===== src/rtl/scratchpad_key_loader.sv =====
// rtl/scratchpad_key_loader.sv - TL-UL Get master streaming scratchpad key words
//
// Reads word_count_i consecutive 64-bit words from the LLKI scratchpad,
// starting at base_addr_i (8-byte aligned), and delivers them in order on a
// valid/ready key stream. Up to MAX_OUTSTANDING Gets are in flight. A Get is
// only issued once a response buffer slot is reserved for it, so the D channel
// is never back-pressured.
//
// Optional feature: define SCRATCHPAD_KEY_LOADER_CHECKSUM_EN to add checksum_o,
// the XOR of every word popped on the key stream during the current run.
//
// Ports:
//   clk_i, rst_ni            clock, asynchronous active-low reset
//   start_i                  one-cycle run request (taken only when idle)
//   base_addr_i              byte address of first word (bits [2:0] ignored)
//   word_count_i             words to read, 0 = immediate done
//   busy_o, done_o, error_o  run status; error_o is sticky until next start
//   key_data_o/valid/ready   output word stream
//   checksum_o               (optional) XOR of delivered words
//   master_a_*               TL-UL A channel (Get requests)
//   master_d_*               TL-UL D channel (AccessAckData responses)

module scratchpad_key_loader #(
  parameter int ADDR_W          = 32,
  parameter int CNT_W           = 8,
  parameter int MAX_OUTSTANDING = 4,
  parameter int RSP_DEPTH       = 4,
  parameter int TL_SZW          = 2,
  parameter int TL_AIW          = 8,
  parameter int TL_DIW          = 1
) (
  input  logic              clk_i,
  input  logic              rst_ni,
  input  logic              start_i,
  input  logic [ADDR_W-1:0] base_addr_i,
  input  logic [CNT_W-1:0]  word_count_i,
  output logic              busy_o,
  output logic              done_o,
  output logic              error_o,
  output logic [63:0]       key_data_o,
  output logic              key_valid_o,
  input  logic              key_ready_i,
`ifdef SCRATCHPAD_KEY_LOADER_CHECKSUM_EN
  output logic [63:0]       checksum_o,
`endif
  output logic [2:0]        master_a_opcode,
  output logic [2:0]        master_a_param,
  output logic [TL_SZW-1:0] master_a_size,
  output logic [TL_AIW-1:0] master_a_source,
  output logic [ADDR_W-1:0] master_a_address,
  output logic [7:0]        master_a_mask,
  output logic [63:0]       master_a_data,
  output logic              master_a_corrupt,
  output logic              master_a_valid,
  input  logic              master_a_ready,
  input  logic [2:0]        master_d_opcode,
  input  logic [2:0]        master_d_param,
  input  logic [TL_SZW-1:0] master_d_size,
  input  logic [TL_AIW-1:0] master_d_source,
  input  logic [TL_DIW-1:0] master_d_sink,
  input  logic              master_d_denied,
  input  logic              master_d_corrupt,
  input  logic [63:0]       master_d_data,
  input  logic              master_d_valid,
  output logic              master_d_ready
);

  localparam int OW  = $clog2(MAX_OUTSTANDING + 1);
  localparam int FCW = $clog2(RSP_DEPTH + 1);
  localparam int PW  = (RSP_DEPTH > 1) ? $clog2(RSP_DEPTH) : 1;

  localparam logic [1:0] IDLE  = 2'd0;
  localparam logic [1:0] ISSUE = 2'd1;
  localparam logic [1:0] DRAIN = 2'd2;
  localparam logic [1:0] DONE  = 2'd3;

  logic [1:0]        state;
  logic [ADDR_W-1:0] addr;
  logic [CNT_W-1:0]  issue_left;
  logic [CNT_W-1:0]  recv_left;
  logic [OW-1:0]     outstanding;
  logic              error_q;
  logic              zero_done_q;

  logic [63:0]       mem [RSP_DEPTH];
  logic [PW-1:0]     wr_ptr;
  logic [PW-1:0]     rd_ptr;
  logic [FCW-1:0]    fifo_cnt;

  logic accept, a_fire, d_take, d_good, push, pop, room;

  // Fixed Get request fields.
  assign master_a_opcode  = 3'h4;
  assign master_a_param   = 3'h0;
  assign master_a_size    = TL_SZW'(3);
  assign master_a_source  = '0;
  assign master_a_mask    = 8'hFF;
  assign master_a_data    = 64'h0;
  assign master_a_corrupt = 1'b0;
  assign master_a_address = addr;
  assign master_d_ready   = rst_ni;

  logic unused_inputs;
  assign unused_inputs = ^{master_d_param, master_d_size, master_d_source,
                           master_d_sink, base_addr_i[2:0]};

  assign accept = (state == IDLE) && start_i;
  // Responses with nothing outstanding are stale (e.g. from before a reset).
  assign d_take = master_d_valid && (outstanding != '0);
  assign d_good = (master_d_opcode == 3'h1) && !master_d_denied && !master_d_corrupt;
  assign push   = d_take && d_good;
  assign key_valid_o = (fifo_cnt != '0);
  assign key_data_o  = key_valid_o ? mem[rd_ptr] : 64'h0;
  assign pop    = key_valid_o && key_ready_i;

  // Every in-flight Get owns a buffer slot, so a response can always be stored.
  // The condition only becomes false through issuing, hence a_valid is never
  // withdrawn before acceptance.
  always_comb begin
    room = ((int'(outstanding) + int'(fifo_cnt)) < RSP_DEPTH) &&
           (int'(outstanding) < MAX_OUTSTANDING);
  end

  assign master_a_valid = (state == ISSUE) && room;
  assign a_fire         = master_a_valid && master_a_ready;
  assign busy_o         = (state == ISSUE) || (state == DRAIN);
  assign done_o         = (state == DONE) || zero_done_q;
  assign error_o        = error_q;

  always_ff @(posedge clk_i or negedge rst_ni) begin
    if (!rst_ni) begin
      state       <= IDLE;
      addr        <= '0;
      issue_left  <= '0;
      recv_left   <= '0;
      outstanding <= '0;
      error_q     <= 1'b0;
      zero_done_q <= 1'b0;
    end else begin
      zero_done_q <= accept && (word_count_i == '0);

      if (d_take) recv_left <= recv_left - 1'b1;

      case (state)
        IDLE: begin
          if (accept && (word_count_i != '0)) begin
            addr       <= {base_addr_i[ADDR_W-1:3], 3'b000};
            issue_left <= word_count_i;
            recv_left  <= word_count_i;
            state      <= ISSUE;
          end
        end
        ISSUE: begin
          if (a_fire) begin
            addr       <= addr + ADDR_W'(8);
            issue_left <= issue_left - 1'b1;
            if (issue_left == CNT_W'(1)) state <= DRAIN;
          end
        end
        DRAIN: begin
          if ((recv_left == '0) && (fifo_cnt == '0)) state <= DONE;
        end
        default: state <= IDLE;
      endcase

      case ({a_fire, d_take})
        2'b10:   outstanding <= outstanding + 1'b1;
        2'b01:   outstanding <= outstanding - 1'b1;
        default: outstanding <= outstanding;
      endcase

      // Setting wins over the start clear so a same-cycle bad response is kept.
      if (accept) error_q <= 1'b0;
      if (master_d_valid && ((outstanding == '0) || !d_good)) error_q <= 1'b1;
    end
  end

  // Response buffer pointers and occupancy.
  always_ff @(posedge clk_i or negedge rst_ni) begin
    if (!rst_ni) begin
      wr_ptr   <= '0;
      rd_ptr   <= '0;
      fifo_cnt <= '0;
    end else begin
      if (push) wr_ptr <= (wr_ptr == PW'(RSP_DEPTH - 1)) ? '0 : wr_ptr + 1'b1;
      if (pop)  rd_ptr <= (rd_ptr == PW'(RSP_DEPTH - 1)) ? '0 : rd_ptr + 1'b1;
      case ({push, pop})
        2'b10:   fifo_cnt <= fifo_cnt + 1'b1;
        2'b01:   fifo_cnt <= fifo_cnt - 1'b1;
        default: fifo_cnt <= fifo_cnt;
      endcase
    end
  end

  always_ff @(posedge clk_i) begin
    if (push) mem[wr_ptr] <= master_d_data;
  end

  a_no_overflow: assert property (@(posedge clk_i) disable iff (!rst_ni)
    !(push && !pop && (fifo_cnt == FCW'(RSP_DEPTH))));

`ifdef SCRATCHPAD_KEY_LOADER_CHECKSUM_EN
  always_ff @(posedge clk_i or negedge rst_ni) begin
    if (!rst_ni) begin
      checksum_o <= 64'h0;
    end else if (accept) begin
      checksum_o <= 64'h0;
    end else if (pop) begin
      checksum_o <= checksum_o ^ key_data_o;
    end
  end
`endif

endmodule


===== config.mk =====
export PLATFORM = sky130hd
export DESIGN_NAME = scratchpad_key_loader
export DESIGN_NICKNAME = d
export VERILOG_FILES = /design/src/rtl/scratchpad_key_loader.sv
export SDC_FILE = /design/constraint.sdc
export NUM_CORES = 1
export LEC_CHECK = 0
export CORE_UTILIZATION = 40
export DETAILED_ROUTE_END_ITERATION = 7
export GPL_TIMING_DRIVEN = 0
export MAX_ROUTING_LAYER = met4
export PLACE_DENSITY = 0.67
export SLEW_MARGIN = 10
export SYNTH_ARGS = -nofsm -noshare
export SYNTH_HDL_FRONTEND = slang
export SYNTH_SLANG_ARGS = --single-unit

===== constraint.sdc =====
create_clock -name clk_i -period 5.7 [get_ports clk_i]
set_input_delay 0.855 -clock clk_i [delete_from_list [all_inputs] [get_ports clk_i]]
set_output_delay 0.855 -clock clk_i [all_outputs]
set_load 0.1 [all_outputs]

==> metrics.csv <==
stage,metric,value,unit
outcome,outcome,finished clean,
sta,Final period util,80.9,%
synthesis,post-synthesis instance total,922,
synthesis,fraction of registers with async set or reset after synthesis,18.7,%
clocking,post-cts sizing count,0,
clocking,CTS Buffer Depth,3,
synthesis,Mapped Avg Cell Area,15.3,µm²
global_route,pin count of the biggest net entering global routing,61,
flow_run,max-cap violation count,0,
route,DRC Markers,0,
clocking,hold buffers post-CTS,0,
sta,fin crit period,4610,ps
floorplanning,Die X,190,µm
global_route,first-pass GRT wire length,49.5,mm
placement,Port Buffers,210,
global_route,Total Routing Usage GR,18.6,%
synthesis,largest cells by area after synthesis,"edfxtp_1 (54%), dfrtp_1 (10%), mux4_2 (10%)",
sta,Slew @ Worst Pin,1090,ps
cells_and_area,"leading cell type in the layout, fill and taps excluded",edfxtp_1,
global_route,number of global-route vias before repair,8651,
route,vias,8804,
worst_hold_path,Min-Delay Path Class,in2async,
cells_and_area,most frequent cells in the layout,"edfxtp_1 (256), clkdlybuf4s50_1 (209), buf_4 (95), conb_1 (92)",
clocking,Post-CTS Setup Bufs,0,
sta,final hold viol count,0,
synthesis,Yosys Warn Count,0,
sta,"Slew Viols, Final",0,
cells_and_area,area growth from synthesis to layout,29.3,%
sta,setup TNS,0,ps
placement,hpwl dp,22.1,mm
clocking,"Reg clk slew, reported paths",60,ps
floorplanning,initial core utilization,40.8,%
critical_path,Reg2Reg Setup Slack,2600,ps
clocking,TritonCTS clock tree,built,
clocking,H-tree levels,2,
synthesis,Yosys reg bits,315,
synthesis,synthesized cell area,14100,µm²
sta,Rel. slew slack,27.3,%
clocking,total CTS buffers,34,
critical_path,Worst EP required,4850,ps
floorplanning,Core Area,34600,µm²
placement,GPL Wtd Cong,0.931,
synthesis,"area leader, netlist",edfxtp_1,
cells_and_area,Layout Nets,1410,
sta,f_max,217,MHz
route,drt first pass iters,7,
global_route,antenna violations before repair,2,
floorplanning,Site Rows,68,
floorplanning,Die Y,190,µm
critical_path,element type at the critical path end,output port,
sta,RSZ-0062 raised after global routing,no,
route,Initial DRC Count,632,
synthesis,register area share after synthesis,64.9,%
critical_path,Reg-to-Reg Start,outstanding[2],
synthesis,Synth top area share,54.5,%
route,Via density,5.05,
critical_path,crit path from,rd_ptr[0],
floorplanning,IO Count,320,
sta,setup violators final,0,
global_route,GR Overflow Total,0,
clocking,Clock Latency Late Sink,530,ps
synthesis,Post-synth EDFFs,256,
route,ANT nets after route,0,
sta,final clock skew,18.9,ps
critical_path,crit path kind,reg2out,
synthesis,count of different cell masters after synthesis,70,
synthesis,ys flop type,edfxtp_1,
critical_path,CP startpoint kind,flop,
clocking,CTS sink cnt,315,
route,routed len/inst,18.6,µm
critical_path,Worst EP arrival,3760,ps
critical_path,Max Fanout on Critical Path,10,
floorplanning,Die Area,36000,µm²
clocking,Root Buffer,clkbuf_16,
cells_and_area,share of layout cells above drive strength 1,18.6,%
route,drt total wl,32.5,mm
sequential cells by signal (all words and copies together), names as in the netlist, 3 cells and up:
name              flops
issue_left            8
recv_left             8
outstanding           3
fifo_cnt              3
mem                 256
master_a_address     29
worst max-delay path, cell delays in order (launching register included):
cell,delay [ps]
dfrtp_1,430
buf_1,600
buf_2,480
mux4_2,560
and2_1,190
clkdlybuf4s50_1,970
cell usage after synthesis, types with 17 or more instances:
master    instances
edfxtp_1        256
buf_4            94
and2_1           68
mux4_2           64
dfrtp_1          59
nand2_1          49
o21ai_0          27
nor2_1           26
clkbuf_1         24
nand3_1          23
nor3_1           22
inv_1            20
ha_1             17
per-stage QoR:
| stage | instances | setup slack [ps] | hold WS (ps) | cell area, µm² | utilization [%] |
|---|---|---|---|---|---|
| 3_3_place_gp | 1677 | -229 | 476 | 17100 | 49.4 |
| 5_1_grt | 1743 | 837 | 471 | 18200 | 52.7 |
| 3_5_place_dp | 1681 | 1530 | 481 | 17200 | 49.8 |
| 6_report | 1743 | 1090 | 430 | 18200 | 52.7 |
| 2_1_floorplan | 1012 | 1800 | 459 | 14500 | - |
| 4_1_cts | 1741 | 940 | 440 | 18200 | 52.7 |
cell type report:
class / count / area, µm²
inverters: 21 / 78.8
plain buffers: 133 / 878
flip-flops and latches: 315 / 9160
fillers: 2864 / 16400
diodes: 2 / 5.00
well taps: 455 / 569
repair buffers: 214 / 2200
multi-input cells: 543 / 4340
clock buffers: 43 / 885
clock inverters: 17 / 125
metal layers:
layer	GRT usage, %	vias up	routed length, µm
met5	-	-	0
met1	22.1	4342	13100
li1	-	4059	-
met3	6.92	54	3360
met2	29.8	349	15400
met4	4.44	0	620
cells by family after synthesis:
logic type / Yosys count / synth area share (%)
other: 2 / 0.0532
AND/OR/NAND/NOR: 238 / 9.20
buffers and inverters: 154 / 6.78
flip-flops: 315 / 64.9
multiplexers: 75 / 11.0
XOR/XNOR: 13 / 0.807
adder cells (fa/ha/maj): 19 / 1.79
AO/OA/AOI/OAI: 106 / 5.41
path summary, 6_finish.rpt:
check,depth (start not counted),to
hold reg to reg,2,error_o
setup reg to reg,9,master_a_address[24]
min in group clk_i,2,error_o
setup / recovery,5,key_data_o[46]
max in group asynchronous,1,recv_left[0]
hold / removal,1,master_a_address[20]
Power is left out: the tool's default activity adds up to more than one toggle a clock period on the data nets, which glitch-free logic cannot reach.
